`config.mk`:
```
export PLATFORM = sky130hd
export DESIGN_NAME = alu_ex_stage
export DESIGN_NICKNAME = d
export VERILOG_FILES = /design/src/rtl/alu_ex_stage.sv
export SDC_FILE = /design/constraint.sdc
export NUM_CORES = 1
export LEC_CHECK = 0
export ABC_AREA = 1
export CORE_AREA = 8 8 151 153
export DETAILED_ROUTE_END_ITERATION = 12
export DIE_AREA = 0 0 159 161
export GPL_TIMING_DRIVEN = 0
export HOLD_SLACK_MARGIN = 0.08
export PLACE_DENSITY = 0.76
export SLEW_MARGIN = 0
export SYNTH_ARGS = -nofsm -noshare
export SYNTH_HDL_FRONTEND = slang
export SYNTH_SLANG_ARGS = --single-unit
```
`constraint.sdc`:
```
create_clock -name clk -period 1.7 [get_ports clk]
set_input_delay 0.34 -clock clk [delete_from_list [all_inputs] [get_ports clk]]
set_output_delay 0.34 -clock clk [all_outputs]
set_load 0.1 [all_outputs]
```
`src/rtl/alu_ex_stage.sv`:
```
// Two-entry execute stage in front of the combinational ALU: operand register (S1),
// result register (S2) and a last-retired bypass (RET) that together cover every read-after-write window.
`timescale 1ns/1ps
module alu_ex_stage #(
  parameter int XLEN  = 32,
  parameter int RADDR = 5
) (
  input  logic             clk,
  input  logic             rst_n,
  input  logic             in_valid,
  output logic             in_ready,
  input  logic [3:0]       in_op,
  input  logic [RADDR-1:0] in_rs,
  input  logic [RADDR-1:0] in_rt,
  input  logic [RADDR-1:0] in_rd,
  input  logic [XLEN-1:0]  in_rs_val,
  input  logic [XLEN-1:0]  in_rt_val,
  input  logic [15:0]      in_imm,
  input  logic             in_use_imm,
  input  logic             in_sign_ext,
  output logic [XLEN-1:0]  alu_opa,
  output logic [XLEN-1:0]  alu_opb,
  output logic [3:0]       alu_op,
  input  logic [XLEN-1:0]  alu_res,
  output logic             out_valid,
  input  logic             out_ready,
  output logic [XLEN-1:0]  out_res,
  output logic [RADDR-1:0] out_rd
);

  logic             r_s1_valid;
  logic [3:0]       r_s1_op;
  logic [RADDR-1:0] r_s1_rs;
  logic [RADDR-1:0] r_s1_rt;
  logic [RADDR-1:0] r_s1_rd;
  logic [XLEN-1:0]  r_s1_rs_val;
  logic [XLEN-1:0]  r_s1_opb_raw;
  logic             r_s1_use_imm;

  logic             r_s2_valid;
  logic [XLEN-1:0]  r_s2_res;
  logic [RADDR-1:0] r_s2_rd;

  logic             r_ret_valid;
  logic [RADDR-1:0] r_ret_rd;
  logic [XLEN-1:0]  r_ret_res;

  logic             w_adv2;
  logic             w_in_hs;
  logic             w_out_hs;
  logic [XLEN-1:0]  w_imm_ext;
  logic [XLEN-1:0]  w_opb_raw;
  logic [XLEN-1:0]  w_opa;
  logic [XLEN-1:0]  w_opb;

  assign w_adv2   = r_s1_valid & (~r_s2_valid | out_ready);
  assign in_ready = ~r_s1_valid | w_adv2;
  assign w_in_hs  = in_valid & in_ready;
  assign w_out_hs = r_s2_valid & out_ready;

  assign w_imm_ext = {{(XLEN-16){in_imm[15] & in_sign_ext}}, in_imm};
  assign w_opb_raw = in_use_imm ? w_imm_ext : in_rt_val;

  // S2 holds the younger producer, so it outranks RET; r0 is never bypassed.
  always_comb begin
    w_opa = r_s1_rs_val;
    if (r_s2_valid && (r_s2_rd == r_s1_rs) && (r_s1_rs != '0))
      w_opa = r_s2_res;
    else if (r_ret_valid && (r_ret_rd == r_s1_rs) && (r_s1_rs != '0))
      w_opa = r_ret_res;
  end

  always_comb begin
    w_opb = r_s1_opb_raw;
    if (!r_s1_use_imm) begin
      if (r_s2_valid && (r_s2_rd == r_s1_rt) && (r_s1_rt != '0))
        w_opb = r_s2_res;
      else if (r_ret_valid && (r_ret_rd == r_s1_rt) && (r_s1_rt != '0))
        w_opb = r_ret_res;
    end
  end

  assign alu_opa   = w_opa;
  assign alu_opb   = w_opb;
  assign alu_op    = r_s1_op;
  assign out_valid = r_s2_valid;
  assign out_res   = r_s2_res;
  assign out_rd    = r_s2_rd;

  always_ff @(posedge clk or negedge rst_n) begin
    if (!rst_n) begin
      r_s1_valid   <= 1'b0;
      r_s1_op      <= '0;
      r_s1_rs      <= '0;
      r_s1_rt      <= '0;
      r_s1_rd      <= '0;
      r_s1_rs_val  <= '0;
      r_s1_opb_raw <= '0;
      r_s1_use_imm <= 1'b0;
    end else if (w_in_hs) begin
      r_s1_valid   <= 1'b1;
      r_s1_op      <= in_op;
      r_s1_rs      <= in_rs;
      r_s1_rt      <= in_rt;
      r_s1_rd      <= in_rd;
      r_s1_rs_val  <= in_rs_val;
      r_s1_opb_raw <= w_opb_raw;
      r_s1_use_imm <= in_use_imm;
    end else if (w_adv2) begin
      r_s1_valid   <= 1'b0;
    end
  end

  always_ff @(posedge clk or negedge rst_n) begin
    if (!rst_n) begin
      r_s2_valid <= 1'b0;
      r_s2_res   <= '0;
      r_s2_rd    <= '0;
    end else if (w_adv2) begin
      r_s2_valid <= 1'b1;
      r_s2_res   <= alu_res;
      r_s2_rd    <= r_s1_rd;
    end else if (out_ready) begin
      r_s2_valid <= 1'b0;
    end
  end

  // RET bridges the cycle between retirement and the register-file write being readable by decode.
  always_ff @(posedge clk or negedge rst_n) begin
    if (!rst_n) begin
      r_ret_valid <= 1'b0;
      r_ret_rd    <= '0;
      r_ret_res   <= '0;
    end else if (w_out_hs) begin
      r_ret_valid <= 1'b1;
      r_ret_rd    <= r_s2_rd;
      r_ret_res   <= r_s2_res;
    end
  end

endmodule
```
After elaboration in Yosys (flattened, before gate mapping)
Cells that the tools add are included.
Cells by class
  magnitude comparators: 0
  reductions and logical operators: 12
  equal/unequal tests: 4
  add/sub/neg operators: 0
  shift-type cells: 0
  bitwise logic cells: 8
  multiplexer cells: 10
  div/mod/pow operators: 0
  $mul: 0
Operators with widths (number)
  $mux 32: 6
  $eq 5x5->1: 4
  $reduce_bool 5->1: 2
  $logic_and 1x1->1: 8
  $and 1x1->1: 4
  $mux 1: 4
  $reduce_bool 2->1: 2
  $not 1->1: 2
  $or 1x1->1: 2
Word-level totals
  logic and storage cells: 48
  ROM bits: 0
  latch bits: 0
  memories kept: 0
  RAM bits: 0
  register bits: 161
  output and inout port bits: 107
  bits of input ports: 137

Longest topological paths before layout
  depth after elaboration: 6
  gate-level depth with buffers: 13

Least setup slack after synthesis
OpenSTA, ideal clock, no wires.
  path kind: reg2reg
  from: register r_s2_valid, in the netlist out_valid
  to: register r_s1_opb_raw[21]
  data arrival time: 3018 ps
  stages on the path, launching flop included: 7
  setup time: 133 ps
  period minus slack after synthesis: 3151 ps
  path buffers: 1
  path slack: -1451 ps
  cell sequence: dfrtp_1 -> nand3_1 -> nand2_1 -> inv_1 -> nand3_1 -> buf_2 -> o211ai_1
On the way
  longest elaborated chain between the ends: 5
Ends and longest elaborated chain
  start, declared: line 40  | logic r_s2_valid;
  start signal, assigned: line 116  | r_s2_valid <= 1'b0;
  start signal, assigned: line 120  | r_s2_valid <= 1'b1;
  start signal, assigned: line 124  | r_s2_valid <= 1'b0;
  $not 1->1: line 56  | assign w_adv2 = r_s1_valid & (~r_s2_valid | out_ready);
  $or 1x1->1: line 56
  $and 1x1->1: line 56
  $or 1x1->1: line 57  | assign in_ready = ~r_s1_valid | w_adv2;
  via in_ready: line 11  | output logic in_ready,
  $and 1x1->1: line 58  | assign w_in_hs = in_valid & in_ready;
  end signal, assigned: line 107  | r_s1_opb_raw <= w_opb_raw;
  end, declared: line 37  | logic [XLEN-1:0] r_s1_opb_raw;
The timed path passes the listed nets, and every way through them passes these cells.
A chain may end at the register's enable or synchronous reset.

Final worst setup path
  from: register r_s2_rd[3], in the netlist out_rd[3]
  to: output port alu_opb[27]
On the way
  longest elaborated chain between the ends: 5
Ends and longest elaborated chain
  start, declared: line 42  | logic [RADDR-1:0] r_s2_rd;
  start signal, assigned: line 122  | r_s2_rd <= r_s1_rd;
  $eq 5x5->1: line 76  | if (r_s2_valid && (r_s2_rd == r_s1_rt) && (r_s1_rt != '0))
  $logic_and 1x1->1 (2 in a row): line 76
  $mux 32: line 76
  $mux 32: line 75  | if (!r_s1_use_imm) begin
  end, declared: line 22  | output logic [XLEN-1:0] alu_opb,
No other way between the ends.

==> impl_metrics.py <==
metrics = {
    "setup_path": {
        "crit_fanout": 5,
        "rr_worst_depth": 7,
        "crit_path_start_kind": "register",
        "arrival_ns": 2.32,
        "crit_path_end_kind": "output port",
        "r2r_start": "out_valid",
        "critical_path_class": "reg2out",
        "rrSetupSlack_ns": 0.04,
        "required_ns": 1.36,
        "r2r-end": "r_s1_rs_val[20]",
    },
    "timing": {
        "rsz0062_at_grt": "yes",
        "setup-tns-final_ns": -58.08,
        "slew_violations": 0,
        "setup_viol": 64,
        "skew_ns": 0.0101,
        "min_period_over_period": 1.57,
        "max_freq_ghz": 0.375,
        "finalHoldViolCount": 0,
        "layout_setup_ws_ns": -0.964,
        "hold_ws_ns": 0.283,
        "post-route-min-period_ns": 2.66,
        "tightest_slew_ns": 0.653,
        "max_slew_margin": 0.565,
    },
    "floorplan": {
        "rows": 53,
        "start_util": 0.429,
        "die_w_um": 159,
        "die_y_um": 161,
        "core_um2": 20600,
        "ios": 244,
        "dieArea_um2": 25600,
    },
    "place": {
        "dp_slack_ns": -1.70,
        "dp_hpwl_um": 24000,
        "dp_cells": 1795,
        "placed_area_um2": 12500,
        "gp_congestion": 0.886,
        "port_buffers": 242,
    },
    "drt": {
        "dr.pass1.iters": 6,
        "drc": 0,
        "drt_iter0_markers": 948,
        "viasPerCell": 5.35,
        "wl_per_cell_um": 20.0,
        "finalWirelength_um": 37500,
        "num_vias": 10022,
        "postRouteAntennaNets": 0,
    },
    "cts": {
        "clk_latency_ns": 0.44,
        "numCtsBuffers": 17,
        "root_buffer": "clkbuf_16",
        "clockBufferDepth": 2,
        "clock_sinks": 161,
        "cts_tree": "done",
        "htreeDepth": 4,
        "clk_pin_slew_ns": 0.07,
    },
    "final_layout": {
        "areaGrowthSynthToFinish_pct": 78.4,
        "stdcell_count": 1874,
        "fin_area_um2": 15700,
        "utilization": 0.765,
        "n_antenna_cell": 0,
        "drive_above_1_share": 0.373,
        "fin_nets": 1724,
    },
    "global_routing": {
        "grt_pass1_wl_um": 55900,
        "overflow": 0,
        "grt_pass1_vias": 10262,
        "grt_max_degree": 82,
        "track_usage": 0.273,
        "antenna_found_initial": 1,
    },
    "power": {
        "power_mw": 25.4,
        "vdd_drop_max_mv": 1.40,
        "p_per_area_nw_per_um2": 1620,
        "p_leak_nw": 7.51,
    },
    "synth": {
        "synth_area_um2": 8810,
        "synth_cell_type_count": 26,
        "yosys_warnings": 0,
        "ys_ff_latch": 161,
        "synth.area.top_cells": "dfrtp_1 46%, nand2_1 20%, inv_1 9.0%, nand3_1 7.8%, o21ai_0 4.6%",
        "synth_cells": 1277,
        "syn_area_per_cell_um2": 6.90,
        "seq_area_frac_synth": 0.457,
        "synth_area_leader_cell": "dfrtp_1",
        "synth_top_area_share": 0.457,
        "synth_nets": 1414,
    },
    "worst_hold_path": {
        "hp-start": "in_use_imm",
        "min_to": "r_s1_opb_raw[4]",
        "holdPathStages": 3,
        "hold_path.class": "in2reg",
    },
    "outcome": {
        "outcome": "finished, violations left",
        "violations": "setup timing",
    },
    "run": {
        "cap_violations": 0,
    },
}
-- placed cells by master, fill, tap and decap left out, types with 3 or more instances in the layout --
cell type        Yosys  final
a31oi_1             15     15
nand2_2              1    110
clkbuf_2             0     14
a21oi_1             41     38
buf_6                3     22
dfrtp_4              0      6
inv_1              211    155
buf_4                7     44
buf_2               35      9
clkbuf_8             0      4
buf_12               0     74
dfrtp_1            161    153
nand3_4              0     22
clkbuf_1            27     12
nand2_8              0     48
o21ai_0             81     81
nand2_1            459    279
nor2_4               2      7
clkbuf_4             0     27
buf_16               0      3
o211ai_1            17     17
buf_8                0     16
nor2_1              52     51
clkinv_4             0      4
clkinvlp_4           0     33
nand3_2              0     55
nand3_1            137     60
clkbuf_16            0     25
a21oi_2              1      3
nand2_4              2     25
inv_2               10     31
clkdlybuf4s50_1      0    134
bufinv_16            0      3
-- power by group --
group | internal (mW) | total [mW] | switching, mW | leakage, nW
logic | 5.11 | 15.7 | 10.6 | 5.31
registers | 4.73 | 5.62 | 0.895 | 1.90
clock network | 2.44 | 4.12 | 1.67 | 0.300
total | 12.3 | 25.4 | 13.1 | 7.51
-- flip-flops by register name (all words and copies together) (netlist names) --
signal and flops:
r_ret_res 32, alu_op 4, r_s1_rt 5, r_ret_valid 1
r_s1_rs_val 32, r_s1_rs 5, out_rd 5, r_s1_valid 1
r_s1_opb_raw 32, out_valid 1, r_s1_rd 5, r_ret_rd 5
out_res 32, r_s1_use_imm 1
-- worst max-delay path, cell delays in order (launching register included) --
cell and delay [ns]:
dfrtp_4 0.53, nand2_2 0.09, nand2_2 0.05, inv_2 0.04
nand2_2 0.06, nor2_4 0.19, buf_6 0.18, buf_8 0.13
nand3_2 0.08, nand2_2 0.09, inv_2 0.04, nand2_2 0.08
nand2_2 0.07, clkinvlp_4 0.08, buf_12 0.16
-- cells in the mapped netlist (all sizes together) --
| cell | count |
|---|---|
| xor2 | 2 |
| a21oi | 42 |
| xnor2 | 1 |
| a31oi | 15 |
| inv | 221 |
| nor3 | 3 |
| clkbuf | 27 |
| nor2 | 59 |
| o22ai | 1 |
| nand2 | 462 |
| nand3 | 137 |
| dfrtp | 161 |
| buf | 46 |
| o211ai | 17 |
| clkinv | 2 |
| o21ai | 81 |
-- kinds of logic (layout without fill, tap and decap cells) --
| logic type | after synthesis | in the layout | share of synthesized area |
|---|---|---|---|
| AND/OR/NAND/NOR | 661 | 661 | 0.307 |
| buffers and inverters | 296 | 618 | 0.137 |
| flip-flops | 161 | 161 | 0.457 |
| AO/OA/AOI/OAI | 156 | 156 | 0.0961 |
| XOR/XNOR | 3 | 3 | 0.00298 |
-- area by class of cell --
cell class / instances / area [um2]
clock inverter: 10 / 150
multi-input combinational: 820 / 5420
sequential: 161 / 4050
timing repair buffer: 296 / 3700
inverter: 223 / 978
tap: 275 / 344
fill: 1417 / 4830
buffer: 68 / 611
clock buffer: 21 / 470
-- routing by layer --
metal	up-vias	part of all wire	track usage
li1	4541	-	-
met1	4757	0.39	0.340
met2	599	0.48	0.455
met3	123	0.091	0.0743
met4	2	0.038	0.0883
met5	-	0.00035	0
-- how the worst max path moves through the flow --
stage / from / to / depth (start not counted)
floorplan: out_rd[1] / alu_opb[10] / 13
global placement: rst_n / out_valid / 1
detailed placement: r_s1_rs[2] / alu_opa[3] / 9
CTS: out_rd[4] / alu_opb[14] / 14
global route: r_s1_rs[3] / alu_opa[3] / 13
finish: out_rd[3] / alu_opb[27] / 14
-- timing repair --
action / in CTS / in global routing
resized for setup: 857 / 344
endpoints found under the hold margin: 80 / 0
hold buffers: 1 / 0
cloned: 7 / 7
setup buffers: 33 / 10
endpoints found under the setup margin: 258 / 246
pin swaps: 31 / 71
(Power assumes the default switching activity.)
